==> src/rtl/relu_layer_stream.sv <==
// Streaming ReLU layer: N_CH lanes per beat, 2-stage valid/ready pipeline, requantise + saturate.
// Define RELU_LEAKY_EN for leaky ReLU with signed saturation; default build is strict unsigned ReLU.
module relu_layer_stream #(
    parameter int WIDTH      = 8,
    parameter int N_CH       = 8,
    parameter int OUT_WIDTH  = 8,
    parameter int SHIFT      = 0,
    parameter int FRAME_LEN  = 16,
    parameter int LEAK_SHIFT = 3
) (
    input  logic                      clk,
    input  logic                      rst,
    input  logic                      in_valid,
    output logic                      in_ready,
    input  logic [N_CH*WIDTH-1:0]     in_data,
    output logic                      out_valid,
    input  logic                      out_ready,
    output logic [N_CH*OUT_WIDTH-1:0] out_data,
    output logic                      out_last,
    output logic [15:0]               frame_cnt
);

    localparam int QW = WIDTH + 1;
    localparam int CW = (FRAME_LEN > 1) ? $clog2(FRAME_LEN) : 1;
    localparam logic [CW-1:0] LAST = CW'(FRAME_LEN - 1);
    // Half-LSB rounding constant; collapses to zero when SHIFT is 0
    localparam logic [QW-1:0] RND = (QW'(1) << SHIFT) >> 1;
    localparam bit CFG_OK = (N_CH >= 1) && (N_CH <= 64) &&
                            (OUT_WIDTH >= 2) && (OUT_WIDTH <= WIDTH) &&
                            (SHIFT >= 0) && (SHIFT < WIDTH) &&
                            (FRAME_LEN >= 1) && (LEAK_SHIFT >= 0);

    if (!CFG_OK) begin : g_cfg_err
        $error("relu_layer_stream: unsupported parameter set");
    end

`ifdef RELU_LEAKY_EN
    localparam logic signed [QW-1:0] SMAX =
        {{(QW-OUT_WIDTH+1){1'b0}}, {(OUT_WIDTH-1){1'b1}}};
    localparam logic signed [QW-1:0] SMIN = ~SMAX;
`else
    localparam logic signed [QW-1:0] UMAX =
        {{(QW-OUT_WIDTH){1'b0}}, {OUT_WIDTH{1'b1}}};
`endif

    function automatic logic signed [QW-1:0] f_act(
        input logic signed [WIDTH-1:0] x
    );
        logic signed [WIDTH-1:0] r;
        logic signed [QW-1:0]    s;
`ifdef RELU_LEAKY_EN
        r = (x < 0) ? (x >>> LEAK_SHIFT) : x;
`else
        r = x[WIDTH-1] ? '0 : x;
`endif
        s = {r[WIDTH-1], r} + $signed(RND);
        return s >>> SHIFT;
    endfunction

    function automatic logic [OUT_WIDTH-1:0] f_sat(
        input logic signed [QW-1:0] q
    );
`ifdef RELU_LEAKY_EN
        if (q > SMAX)
            return SMAX[OUT_WIDTH-1:0];
        else if (q < SMIN)
            return SMIN[OUT_WIDTH-1:0];
        else
            return q[OUT_WIDTH-1:0];
`else
        if (q > UMAX)
            return {OUT_WIDTH{1'b1}};
        else
            return q[OUT_WIDTH-1:0];
`endif
    endfunction

    logic                      r_s1_valid;
    logic                      r_s2_valid;
    logic [N_CH*QW-1:0]        r_s1_q;
    logic [N_CH*OUT_WIDTH-1:0] r_out;
    logic [CW-1:0]             r_cnt;
    logic [15:0]               r_frame;

    logic                      w_s1_adv;
    logic                      w_s2_adv;
    logic                      w_out_xfer;
    logic [N_CH*QW-1:0]        w_s1_q;
    logic [N_CH*OUT_WIDTH-1:0] w_sat;

    assign w_s2_adv   = ~r_s2_valid | out_ready;
    assign w_s1_adv   = ~r_s1_valid | w_s2_adv;
    assign w_out_xfer = r_s2_valid & out_ready;

    assign in_ready  = w_s1_adv;
    assign out_valid = r_s2_valid;
    assign out_data  = r_out;
    assign out_last  = r_s2_valid & (r_cnt == LAST);
    assign frame_cnt = r_frame;

    always_comb begin
        w_s1_q = '0;
        for (int k = 0; k < N_CH; k++)
            w_s1_q[k*QW +: QW] = f_act($signed(in_data[k*WIDTH +: WIDTH]));
    end

    always_comb begin
        w_sat = '0;
        for (int k = 0; k < N_CH; k++)
            w_sat[k*OUT_WIDTH +: OUT_WIDTH] = f_sat($signed(r_s1_q[k*QW +: QW]));
    end

    always_ff @(posedge clk) begin
        if (rst) begin
            r_s1_valid <= 1'b0;
            r_s2_valid <= 1'b0;
            r_s1_q     <= '0;
            r_out      <= '0;
            r_cnt      <= '0;
            r_frame    <= '0;
        end else begin
            if (w_s1_adv) begin
                r_s1_valid <= in_valid;
                if (in_valid)
                    r_s1_q <= w_s1_q;
            end
            if (w_s2_adv) begin
                r_s2_valid <= r_s1_valid;
                if (r_s1_valid)
                    r_out <= w_sat;
            end
            // Counter follows the beat leaving stage 2
            if (w_out_xfer) begin
                if (r_cnt == LAST) begin
                    r_cnt   <= '0;
                    r_frame <= r_frame + 16'd1;
                end else begin
                    r_cnt <= r_cnt + CW'(1);
                end
            end
        end
    end

endmodule

==> config.mk <==
export PLATFORM = sky130hd
export DESIGN_NAME = relu_layer_stream
export DESIGN_NICKNAME = d
export VERILOG_FILES = /design/src/rtl/relu_layer_stream.sv
export SDC_FILE = /design/constraint.sdc
export NUM_CORES = 1
export LEC_CHECK = 0
export ABC_AREA = 0
export ABC_CLOCK_PERIOD_IN_PS = 1900
export BUFFER_PORTS_ARGS = -buffer_cell sky130_fd_sc_hd__buf_2
export CORE_MARGIN = 2
export CORE_UTILIZATION = 35
export CTS_CLUSTER_DIAMETER = 80
export DETAILED_ROUTE_END_ITERATION = 10
export HOLD_SLACK_MARGIN = 0.02
export SYNTH_ARGS = -nofsm -noshare
export SYNTH_HDL_FRONTEND = slang
export SYNTH_SLANG_ARGS = --single-unit
==> constraint.sdc <==
create_clock -name clk -period 1.9 [get_ports clk]
set_clock_uncertainty 0.05 [all_clocks]
set_input_delay 0.19 -clock clk [delete_from_list [all_inputs] [get_ports clk]]
set_output_delay 0.19 -clock clk [all_outputs]
set_load 0.05 [all_outputs]
# Word level (Yosys, flattened, before mapping)
# Index checks and enable logic that the tools add are counted.
[op_classes]
n_eq_ne = 1
n_mux = 17
add_sub_neg = 2
bitwise = 6
reduce_logical = 3
n_lt_le_gt_ge = 8
n_shift = 0
n_div = 0
n_mul = 0
[op_table]
columns = ["op", "count"]
rows = [
  ["$mux 8", 8],
  ["$gt 9x9->1 const B", 7],
  ["$mux 7", 8],
  ["$add 16x1->16 const B", 1],
  ["$gt 7x8->1 const B", 1],
  ["$reduce_and 2->1", 3],
  ["$add 4x1->4 const B", 1],
  ["$eq 4x4->1 const B", 1],
  ["$mux 4", 1],
  ["$and 1x1->1", 2],
  ["$not 1->1", 2],
  ["$or 1x1->1", 2],
]
[totals]
ramBits = 0
register_bits = 156
out_inout_bits = 83
n_memories = 0
rom_bits = 0
latch_bits = 0

# Depth between registers and ports, before layout
[depth]
ltp_word = 4
mapped_depth = 6
mapped_depth_nobuf = 5

# Worst setup path before layout
# No wires, ideal clock.
[synth_path]
kind = "register -> register"
startpoint = "reg r_s2_valid (netlist: out_valid)"
endpoint = "reg r_s1_q[48]"
required_ns = 1.780
setup_slack_ns = -0.248
stages_incl_launch_ff = 7
period_less_slack_ns = 2.148
arrival_ns = 2.028
path_buffers = 2
cell_sequence = "dfxtp_1 -> nand3b_1 -> nand2_1 -> buf_2 -> buf_2 -> nand2_1 -> a21oi_1"
[synth_between]
elab_chain_len = 4
[synth_lines]
columns = ["item", "line_no", "text"]
rows = [
  ["from (decl)", "79", "logic r_s2_valid;"],
  ["from (signal assigned)", "128", "r_s2_valid <= r_s1_valid;"],
  ["$not 1->1", "91", "assign w_s2_adv = ~r_s2_valid | out_ready;"],
  ["$or 1x1->1", "91", ""],
  ["$or 1x1->1", "92", "assign w_s1_adv = ~r_s1_valid | w_s2_adv;"],
  ["named net in_ready", "14", "output logic in_ready,"],
  ["$reduce_and 2->1 (no source line)", "n/a", ""],
  ["to (signal assigned)", "125", "r_s1_q <= w_s1_q;"],
  ["to (decl)", "80", "logic [N_CH*QW-1:0] r_s1_q;"],
]
# The timed path passes the listed nets, and every way through them passes these cells.
# A chain may end at the register's enable or synchronous reset.

# Worst setup path in the final report
[layout_path]
startpoint = "reg r_cnt[0]"
endpoint = "out out_last"
[layout_between]
elab_chain_len = 2
[layout_lines]
columns = ["item", "line_no", "text"]
rows = [
  ["from (decl)", "82", "logic [CW-1:0] r_cnt;"],
  ["from (signal assigned)", "138", "r_cnt <= r_cnt + CW'(1);"],
  ["$eq 4x4->1", "98", "assign out_last = r_s2_valid & (r_cnt == LAST);"],
  ["$and 1x1->1", "98", ""],
  ["to (decl)", "19", "output logic out_last,"],
]
# No other way between the ends.

==> run summary <==
initial antenna violation count -> 0
share of cells above drive strength 1 -> 24.8%
synth unique cells -> 34
Commonest cells post-synth -> nand2_1 (177), dfxtp_1 (134), a21oi_1 (124)
Startpoint Class -> flip-flop
top post-synthesis cells by area -> dfxtp_1 (51%), nand2_1 (13%), a21oi_1 (12%)
IO Count -> 151
Synth Area in Simple Gates -> 28.0%
IO Port Bufs -> 142
Post-synth EDFFs -> 0
setup TNS -> 0 ps
sequential power share -> 42.4%
top_reg_cell synth -> dfxtp_1
WL final -> 13.6 mm
CTS clock-pin slew for the worst setup and hold paths -> 50 ps
routed len/inst -> 13.6 um
final period utilization -> 94.9%
adder-cell area share of the yosys netlist -> 0.477%
max-cap violations -> 0
complex-gate fraction of the synthesized area -> 12.9%
Post-CTS Repair Setup Buffers -> 0
number of global-route vias before repair -> 4,588
H-tree depth -> 4
DP Area -> 6130 um^2
clock network power share -> 49.1%
Int Pwr -> 5290 uW
endpoint type of the worst setup path -> output pin
most frequent cell after synthesis -> nand2_1
P_leak -> 0.00293 uW
antenna cells -> 0
initial core utilization -> 36.0%
Synth Area in XOR/XNOR -> 1.67%
Mapped Cells -> 620
largest family of logic cells by synthesized area -> simple AND/OR/NAND/NOR gates
Avg Inst Size Synth -> 8.46 um^2
outcome -> complete, no violations
DIE AREA -> 16,000 um^2
endpoints failing setup -> 0
placer's final routability congestion estimate -> 0.742
pin count of the biggest net entering global routing -> 58
share of flip-flops with an asynchronous set or reset -> 0%
TritonCTS clock tree -> yes
drt first pass iters -> 4
Clock Tree Buf Depth -> 2
Post-Synthesis Cell Area -> 5250 um^2
drt first-iter violations -> 321
WP data required -> 1660 ps
final instance area -> 7310 um^2
worst hold path class -> primary input to flip-flop
PwrDens -> 940 nW/um^2
CTS sink count -> 134
Logic pwr share -> 8.5%
global-route wire length before repair -> 22.1 mm
core area -> 14,600 um^2
GRT Util Overall -> 17.1%
FF-to-FF setup slack -> 280 ps
Vias -> 4,839
area grow syn2layout -> 39.3%
Die Height -> 126 um
area leader, netlist -> dfxtp_1
critical path class -> flip-flop to output pin
final hold violations -> 0
CTS buffer count -> 17
mux cell area share after synthesis -> 0%
Tmin final -> 1800 ps
GRT overflow -> 0
unrepaired setup endpoints after global routing -> false
Slew Limit Fails -> 0
CP Max Fanout -> 7
drc violations -> 0
register area share after synthesis -> 51.1%
VDD IR-drop max -> 0.000553 V
#FFs+latches synth -> 134
Die W -> 126 um
switching part of the total power -> 23.0%
Root Driver -> clkbuf_16
Routed Antenna Nets -> 0
Net Sw Power -> 1580 uW
Synth top area share -> 51.1%
Layout Nets -> 875
Fmax -> 0.555 GHz
Clk Latency, worst-skew pair -> 410 ps
arrival time at the worst endpoint -> 1560 ps
HPWL Detailed -> 8.78 mm
FP Rows -> 44
Via density -> 4.83
Yosys warnings -> 0
[cell type report]
type                    instances  area (um^2)
clock buffers                  22          474
clock inverters                10          144
fillers                      1351         7280
inverters                       3         11.3
multi-input cells             441         2320
flip-flops and latches        134         2690
well taps                     184          230
repair buffers                208         1440
[metrics by stage]
step	cells	utilization, %	total power (uW)	setup slack [ps]	hold WS, ps
3_5_place_dp	915	42.0	3470	213	392
4_1_cts	1002	50.1	6960	16.2	22.9
5_1_grt	1002	50.1	7140	11.9	30.1
2_1_floorplan	627	-	3300	65.9	291
6_report	1002	50.1	6870	97.8	39.0
3_3_place_gp	915	42.0	3460	258	386
[worst max-delay path, cell delays in order (launching register included)]
cell and delay, ps:
dfxtp_1 400, ha_2 250, and4_4 290, buf_4 210
[cells by family (layout without fill, tap and decap cells)]
logic type                 Yosys count  after routing
and+or+nand+nor                    288            288
buffers and inverters               52            243
DFF                                134            134
other                                1              8
adders and majority gates            2              2
AOI/OAI and AO/OA                  133            133
xor gates and xnor gates            10             10
[per-layer routing]
layer	global-route usage [%]	vias to the layer above	part of all wire, %
li1	-	2449	-
met1	20.9	2260	45
met2	28.8	115	48
met3	4.93	15	5.0
met4	5.88	0	1.2
met5	0	-	0
[flip-flops by register name (all words and copies together) (netlist names)]
register    flops
out_data       56
r_s1_q         56
frame_cnt      16
r_cnt           4
out_valid       1
r_s1_valid      1
[power groups by stage]
stage | combinational (uW) | sequential (uW) | clock (uW)
global route | 634 | 2920 | 3590
CTS | 586 | 2910 | 3460
floorplan | 271 | 3030 | 0
global placement | 490 | 2970 | 0
finish | 582 | 2910 | 3380
detailed placement | 497 | 2970 | 0
[final timing paths]
check | from | to | cells past startpoint
worst max-delay path | r_cnt[0]$_SDFFE_PP0P_ | out_last | 3
worst min-delay path | in_data[28] | r_s1_q[31]$_SDFFE_PP0P_ | 3
worst max register to register | r_cnt[0]$_SDFFE_PP0P_ | frame_cnt[15]$_SDFFE_PP0P_ | 5
worst min register to register | r_s1_q[59]$_SDFFE_PP0P_ | out_data[53]$_SDFFE_PP0P_ | 2
[layout by cell type (no fill, tap or decap), types with 3 or more instances in the layout]
cell type and instances:
bufinv_16 3, buf_4 6, nor3_2 3, nand3_1 7
buf_2 140, dfxtp_1 131, nand3b_1 57, a21oi_1 123
conb_1 8, nand4_1 4, o21ai_0 6, nor2_1 15
clkbuf_16 17, and4_1 4, and3_1 3, buf_12 7
dlygate4sd3_1 55, xnor2_1 6, nand2_1 176, clkbuf_8 3
clkinvlp_4 3, inv_1 3, xor2_1 4, or3_1 4
[repair_timing]
item	in CTS	in global routing
endpoints found under the hold margin	55	0
resized for setup	2	2
setup endpoints to repair	1	1
hold buffers	55	0
cloned	0	0
pin swaps	0	0
(Power assumes the default switching activity.)
